--- config.mk ---
export PLATFORM = sky130hd
export DESIGN_NAME = fe_capture_encoder
export DESIGN_NICKNAME = d
export VERILOG_FILES = /design/src/rtl/fe_capture_encoder.sv
export SDC_FILE = /design/constraint.sdc
export NUM_CORES = 1
export LEC_CHECK = 0
export CORE_MARGIN = 4
export CORE_UTILIZATION = 40
export CTS_CLUSTER_SIZE = 10
export DETAILED_ROUTE_END_ITERATION = 12
export GPL_TIMING_DRIVEN = 1
export PLACE_DENSITY_LB_ADDON = 0.2
export SLEW_MARGIN = 20
export SYNTH_ARGS = -nofsm -noshare
export SYNTH_HDL_FRONTEND = slang
export SYNTH_SLANG_ARGS = --single-unit
--- constraint.sdc ---
create_clock -name fe_clk -period 8.3 [get_ports fe_clk]
set_clock_uncertainty 0.05 [all_clocks]
set_input_delay 1.66 -clock fe_clk [delete_from_list [all_inputs] [get_ports fe_clk]]
set_output_delay 1.66 -clock fe_clk [all_outputs]
set_load 0.005 [all_outputs]
--- src/rtl/fe_capture_encoder.sv ---
// Capture writer between the USB sniffer and the sniff FIFO: turns sniffed bytes and
// line-status changes into DATA/STAT/TIME entries with compressed timestamps.
module fe_capture_encoder #(
  parameter int pTIMESTAMP_FULL_WIDTH  = 16,
  parameter int pTIMESTAMP_SHORT_WIDTH = 3
) (
  input  logic                             fe_clk,
  input  logic                             reset_i,
  input  logic                             I_arm,
  input  logic                             I_timestamps_disable,
  input  logic [15:0]                      I_capture_len,
  input  logic                             I_fifo_full,
  input  logic [7:0]                       I_sniff_data,
  input  logic                             I_sniff_valid,
  input  logic [4:0]                       I_sniff_stat,
  output logic [pTIMESTAMP_FULL_WIDTH-1:0] O_capture_time,
  output logic [7:0]                       O_capture_data,
  output logic [4:0]                       O_capture_stat,
  output logic [1:0]                       O_capture_cmd,
  output logic                             O_capture_data_wr,
  output logic                             O_capturing,
  output logic                             O_done,
  output logic                             O_dropped
);
  localparam int TW = pTIMESTAMP_FULL_WIDTH;
  localparam int SW = pTIMESTAMP_SHORT_WIDTH;
  localparam logic [TW-1:0] SHORT_MAX = {{(TW-SW){1'b0}}, {SW{1'b1}}};
  localparam logic [TW-1:0] TS_MAX    = '1;
  localparam logic [1:0] CMD_DATA = 2'd0;
  localparam logic [1:0] CMD_STAT = 2'd1;
  localparam logic [1:0] CMD_TIME = 2'd2;

  typedef enum logic [2:0] {IDLE, WAIT_START, CAPTURE, TIME_PEND, DONE} state_t;

  state_t          state, state_n;
  logic [TW-1:0]   ts, ts_n, ts_inc;
  logic [15:0]     count, count_n, len_q, len_n;
  logic [4:0]      last_stat, last_stat_n;
  logic [1:0]      hold_cmd, hold_cmd_n;
  logic [7:0]      hold_data, hold_data_n;
  logic [4:0]      hold_stat, hold_stat_n;
  logic            dropped, dropped_n;
  logic            ev;
  logic [1:0]      ev_cmd;
  logic [7:0]      ev_data;
  logic            emit;
  logic [1:0]      e_cmd;
  logic [TW-1:0]   e_time;
  logic [7:0]      e_data;
  logic [4:0]      e_stat;

  // FIFO full is flagged by the register block; entries are emitted regardless.
  logic unused_fifo_full;
  assign unused_fifo_full = I_fifo_full;

  assign ev      = I_sniff_valid || (I_sniff_stat != last_stat);
  assign ev_cmd  = I_sniff_valid ? CMD_DATA : CMD_STAT;
  assign ev_data = I_sniff_valid ? I_sniff_data : 8'd0;
  assign ts_inc  = (ts == TS_MAX) ? ts : ts + TW'(1);

  always_comb begin
    state_n     = state;
    ts_n        = ts;
    count_n     = count;
    len_n       = len_q;
    last_stat_n = last_stat;
    hold_cmd_n  = hold_cmd;
    hold_data_n = hold_data;
    hold_stat_n = hold_stat;
    dropped_n   = dropped;
    emit        = 1'b0;
    e_cmd       = CMD_DATA;
    e_time      = '0;
    e_data      = '0;
    e_stat      = '0;
    if (state != IDLE && !I_arm) begin
      state_n = IDLE;
    end else begin
      case (state)
        IDLE: begin
          len_n = I_capture_len;
          if (I_arm) begin
            state_n   = WAIT_START;
            count_n   = '0;
            dropped_n = 1'b0;
          end
        end
        WAIT_START: begin
          if (ev) begin
            emit        = 1'b1;
            e_cmd       = ev_cmd;
            e_data      = ev_data;
            e_stat      = I_sniff_stat;
            last_stat_n = I_sniff_stat;
            ts_n        = '0;
            state_n     = CAPTURE;
          end
        end
        CAPTURE: begin
          ts_n = ts_inc;
          if (ev) begin
            // last_stat follows accepted events (held ones too) so a held status
            // change is not seen again as a fresh event in TIME_PEND.
            emit        = 1'b1;
            last_stat_n = I_sniff_stat;
            ts_n        = '0;
            if (I_timestamps_disable || ts_inc <= SHORT_MAX) begin
              e_cmd  = ev_cmd;
              e_data = ev_data;
              e_stat = I_sniff_stat;
              if (!I_timestamps_disable) e_time = {{(TW-SW){1'b0}}, ts_inc[SW-1:0]};
            end else begin
              e_cmd       = CMD_TIME;
              e_time      = ts_inc;
              hold_cmd_n  = ev_cmd;
              hold_data_n = ev_data;
              hold_stat_n = I_sniff_stat;
              state_n     = TIME_PEND;
            end
          end else if (!I_timestamps_disable && ts_inc == TS_MAX) begin
            emit   = 1'b1;
            e_cmd  = CMD_TIME;
            e_time = TS_MAX;
            ts_n   = '0;
          end
        end
        TIME_PEND: begin
          ts_n    = ts_inc;
          emit    = 1'b1;
          e_cmd   = hold_cmd;
          e_data  = hold_data;
          e_stat  = hold_stat;
          state_n = CAPTURE;
          if (ev) dropped_n = 1'b1;
        end
        DONE: ;
        default: state_n = IDLE;
      endcase
      // Reaching the limit wins over TIME_PEND, discarding any held event.
      if (emit) begin
        count_n = count + 16'd1;
        if (len_q != 16'd0 && count_n == len_q) state_n = DONE;
      end
    end
  end

  always_ff @(posedge fe_clk) begin
    if (reset_i) begin
      state             <= IDLE;
      ts                <= '0;
      count             <= '0;
      len_q             <= '0;
      last_stat         <= '0;
      hold_cmd          <= '0;
      hold_data         <= '0;
      hold_stat         <= '0;
      dropped           <= 1'b0;
      O_capture_data_wr <= 1'b0;
      O_capture_cmd     <= '0;
      O_capture_time    <= '0;
      O_capture_data    <= '0;
      O_capture_stat    <= '0;
    end else begin
      state             <= state_n;
      ts                <= ts_n;
      count             <= count_n;
      len_q             <= len_n;
      last_stat         <= last_stat_n;
      hold_cmd          <= hold_cmd_n;
      hold_data         <= hold_data_n;
      hold_stat         <= hold_stat_n;
      dropped           <= dropped_n;
      O_capture_data_wr <= emit;
      O_capture_cmd     <= e_cmd;
      O_capture_time    <= e_time;
      O_capture_data    <= e_data;
      O_capture_stat    <= e_stat;
    end
  end

  assign O_capturing = (state == WAIT_START) || (state == CAPTURE) || (state == TIME_PEND);
  assign O_done      = (state == DONE);
  assign O_dropped   = dropped;
endmodule

==> metrics.md <==
| Metric | Value |
|---|---|
| Status | `complete, no violations` |
| First-pass GRT wire length | `21.1 mm` |
| Design area | `6310 sq um` |
| Dpl cells | `809` |
| Average wire per cell in the routed design | `16.0 um` |
| Sequential cell area fraction in the yosys report | `0.389` |
| Drt drc | `0` |
| Non-filler cells, final | `825` |
| Pre-CTS WS | `3400 ps` |
| Cells after Synth | `607` |
| Ys Warns | `0` |
| Final-report hold violation count | `0` |
| Unrepaired setup endpoints after global routing | `no` |
| Mean post-synth cell area | `8.74 sq um` |
| Tot Pwr | `1.02 mW` |
| R2R setup slack | `4560 ps` |
| Slew Limit Fails | `0` |
| Via count | `4,639` |
| CTS clk-pin slew, worst paths | `70 ps` |
| Max-slew headroom | `0.340` |
| CP Class | `in -> reg` |
| CP endpoint kind | `flop` |
| Main synth FF type | `dfxtp_1` |
| CTS tree | `yes` |
| Gpl congestion | `0.896` |
| Final layout net count | `686` |
| Routed WL | `13.2 mm` |
| Initial DRC Count | `272` |
| All-layer global routing usage | `0.174` |
| FF-to-FF Start | `ts[0]` |
| Crit share post-route | `0.534` |
| Layout cells sized above 1 | `0.0965` |
| Final setup fails | `0` |
| Die height | `123 um` |
| Clock buffer depth | `2` |
| Pwr/cell area | `162 nW/um^2` |
| Core Footprint | `12,800 sq um` |
| Root buffer cell | `clkbuf_16` |
| Hold-fix buffers, CTS | `0` |
| Leak | `2.43 nW` |
| Die Wd | `123 um` |
| WHS Endpoint | `O_capture_data[2]` |
| Area growth, synth to finish | `19.0%` |
| Hold crit path type | `reg -> reg` |
| EDFF count, synth | `0` |
| Most frequent cells in the layout | `dfxtp_1, nand2_1, clkdlybuf4s50_1` |
| CP Max Fanout | `15` |
| Grt total ovfl | `0` |
| Syn nets | `644` |
| Row count | `41` |
| Largest net degree at the start of global routing | `45` |
| Drt first pass iters | `5` |
| H-tree depth | `3` |
| Clk sink count | `103` |
| Mapped Area | `5310 sq um` |
| Yosys reg bits | `103` |
| Worst r2r path cells | `9` |
| CP Launch Type | `input port` |
| WP data required | `8500 ps` |
| Hold Slack | `414 ps` |
| Min-Delay Startpoint | `hold_data[2]` |
| Detail Placement HPWL | `9.43 mm` |
| # IOs | `70` |
| Commonest non-fill, non-tap cell in the layout | `dfxtp_1` |
| Cells resized by post-CTS repair | `0` |
| Clk_lat worst skew | `360 ps` |
| Post-CTS Setup Inserts | `0` |
| Post-DR vias/cell | `5.62` |
| Utilization after layout | `0.492` |
| Fmax | `225 MHz` |
| Starting Density | `0.414` |
| I/O Buffers | `68` |
| Fin worst setup slack | `3860 ps` |
| Reg2Reg Capture Point | `count[8]` |
| Crit path DAT | `4640 ps` |
| Post-DP Area | `6000 sq um` |
| Die ar. | `15,200 sq um` |
| Slew of the pin with the lowest slew margin | `986 ps` |
| Initial antenna violation count | `0` |
| Max cap viols | `0` |
| TNS Setup | `0 ps` |
| Antenna Cells | `0` |
| Yosys cell types | `69` |
| Number of global-route vias before repair | `4,393` |
| Ys async rst share | `0` |
| Worst-case vdd ir drop | `0.0000830 V` |
| CTS Buf Count | `9` |
| Antenna Violating Nets Remaining | `0` |
| Hold depth | `2` |
| Final min period | `4440 ps` |
-- power breakdown --
part / internal, mW / leakage, nW / switching [mW]
logic: 0.0376 / 1.45 / 0.0425
registers: 0.503 / 0.834 / 0.00930
clock network: 0.243 / 0.147 / 0.186
-- worst max-delay path: stages --
cell and delay [ps]:
clkdlybuf4s50_1 480, xor2_1 190, nor3_1 290, nand3_1 260, o21ai_1 530, inv_1 170
nand4_1 530, buf_6 240, nor3_1 60, a31o_2 220
-- sequential cells by signal, summed over array words and instances (netlist names) --
signal             flops
O_capture_time        16
O_dropped              1
hold_data              8
state                  3
len_q                 16
O_capture_stat         5
hold_cmd               1
last_stat              5
O_capture_data_wr      1
count                 16
hold_stat              5
ts                    16
O_capture_cmd          2
O_capture_data         8
-- layout make-up --
cell class,count,area (sq um)
inverters,9,33.8
clock inverters,4,55.1
multi-input cells,456,3010
fillers,1266,6510
clock buffers,11,243
flip-flops and latches,103,2060
repair buffers,70,699
well taps,172,215
-- synthesized netlist by cell type (7+ instances only) --
library cell / instances / area, sq um
buf_2: 10 / 50.1
nor2_1: 50 / 188
nand3_1: 23 / 115
nand2_1: 84 / 315
mux2i_1: 23 / 230
o21ai_0: 21 / 105
and2_1: 7 / 43.8
buf_4: 7 / 52.6
nor3_1: 24 / 120
dfxtp_1: 103 / 2060
clkbuf_1: 17 / 63.8
xor2_1: 17 / 149
nand4_1: 10 / 62.6
a22o_1: 14 / 123
a31o_2: 9 / 78.8
xnor2_1: 17 / 149
a21oi_1: 42 / 210
and3_1: 10 / 62.6
-- kinds of logic after synthesis --
| kind of cell | Yosys count | synth area share |
|---|---|---|
| muxes | 26 | 0.0505 |
| buffers and inverters | 48 | 0.0472 |
| DFF | 103 | 0.389 |
| xor gates and xnor gates | 34 | 0.0561 |
| AOI/OAI and AO/OA | 133 | 0.184 |
| and+or+nand+nor | 261 | 0.269 |
| adders and majority gates | 2 | 0.00472 |
-- metal layers --
metal	vias to the layer above	part of all wire	global-route usage
met5	-	0	0
met4	0	0.022	0.0747
met3	25	0.052	0.0398
met2	124	0.49	0.292
met1	2218	0.44	0.215
li1	2272	-	-
-- how the worst max path moves through the flow --
stage / start / endpoint / cells past startpoint
finish: I_sniff_stat[1] / hold_data[2] / 10
global placement: I_sniff_stat[1] / hold_stat[3] / 9
global route: I_sniff_stat[1] / ts[9] / 9
CTS: I_sniff_stat[1] / hold_stat[3] / 9
floorplan: I_sniff_stat[1] / hold_data[2] / 9
detailed placement: I_sniff_stat[1] / hold_data[0] / 9
Power figures use the tool's default switching activity.
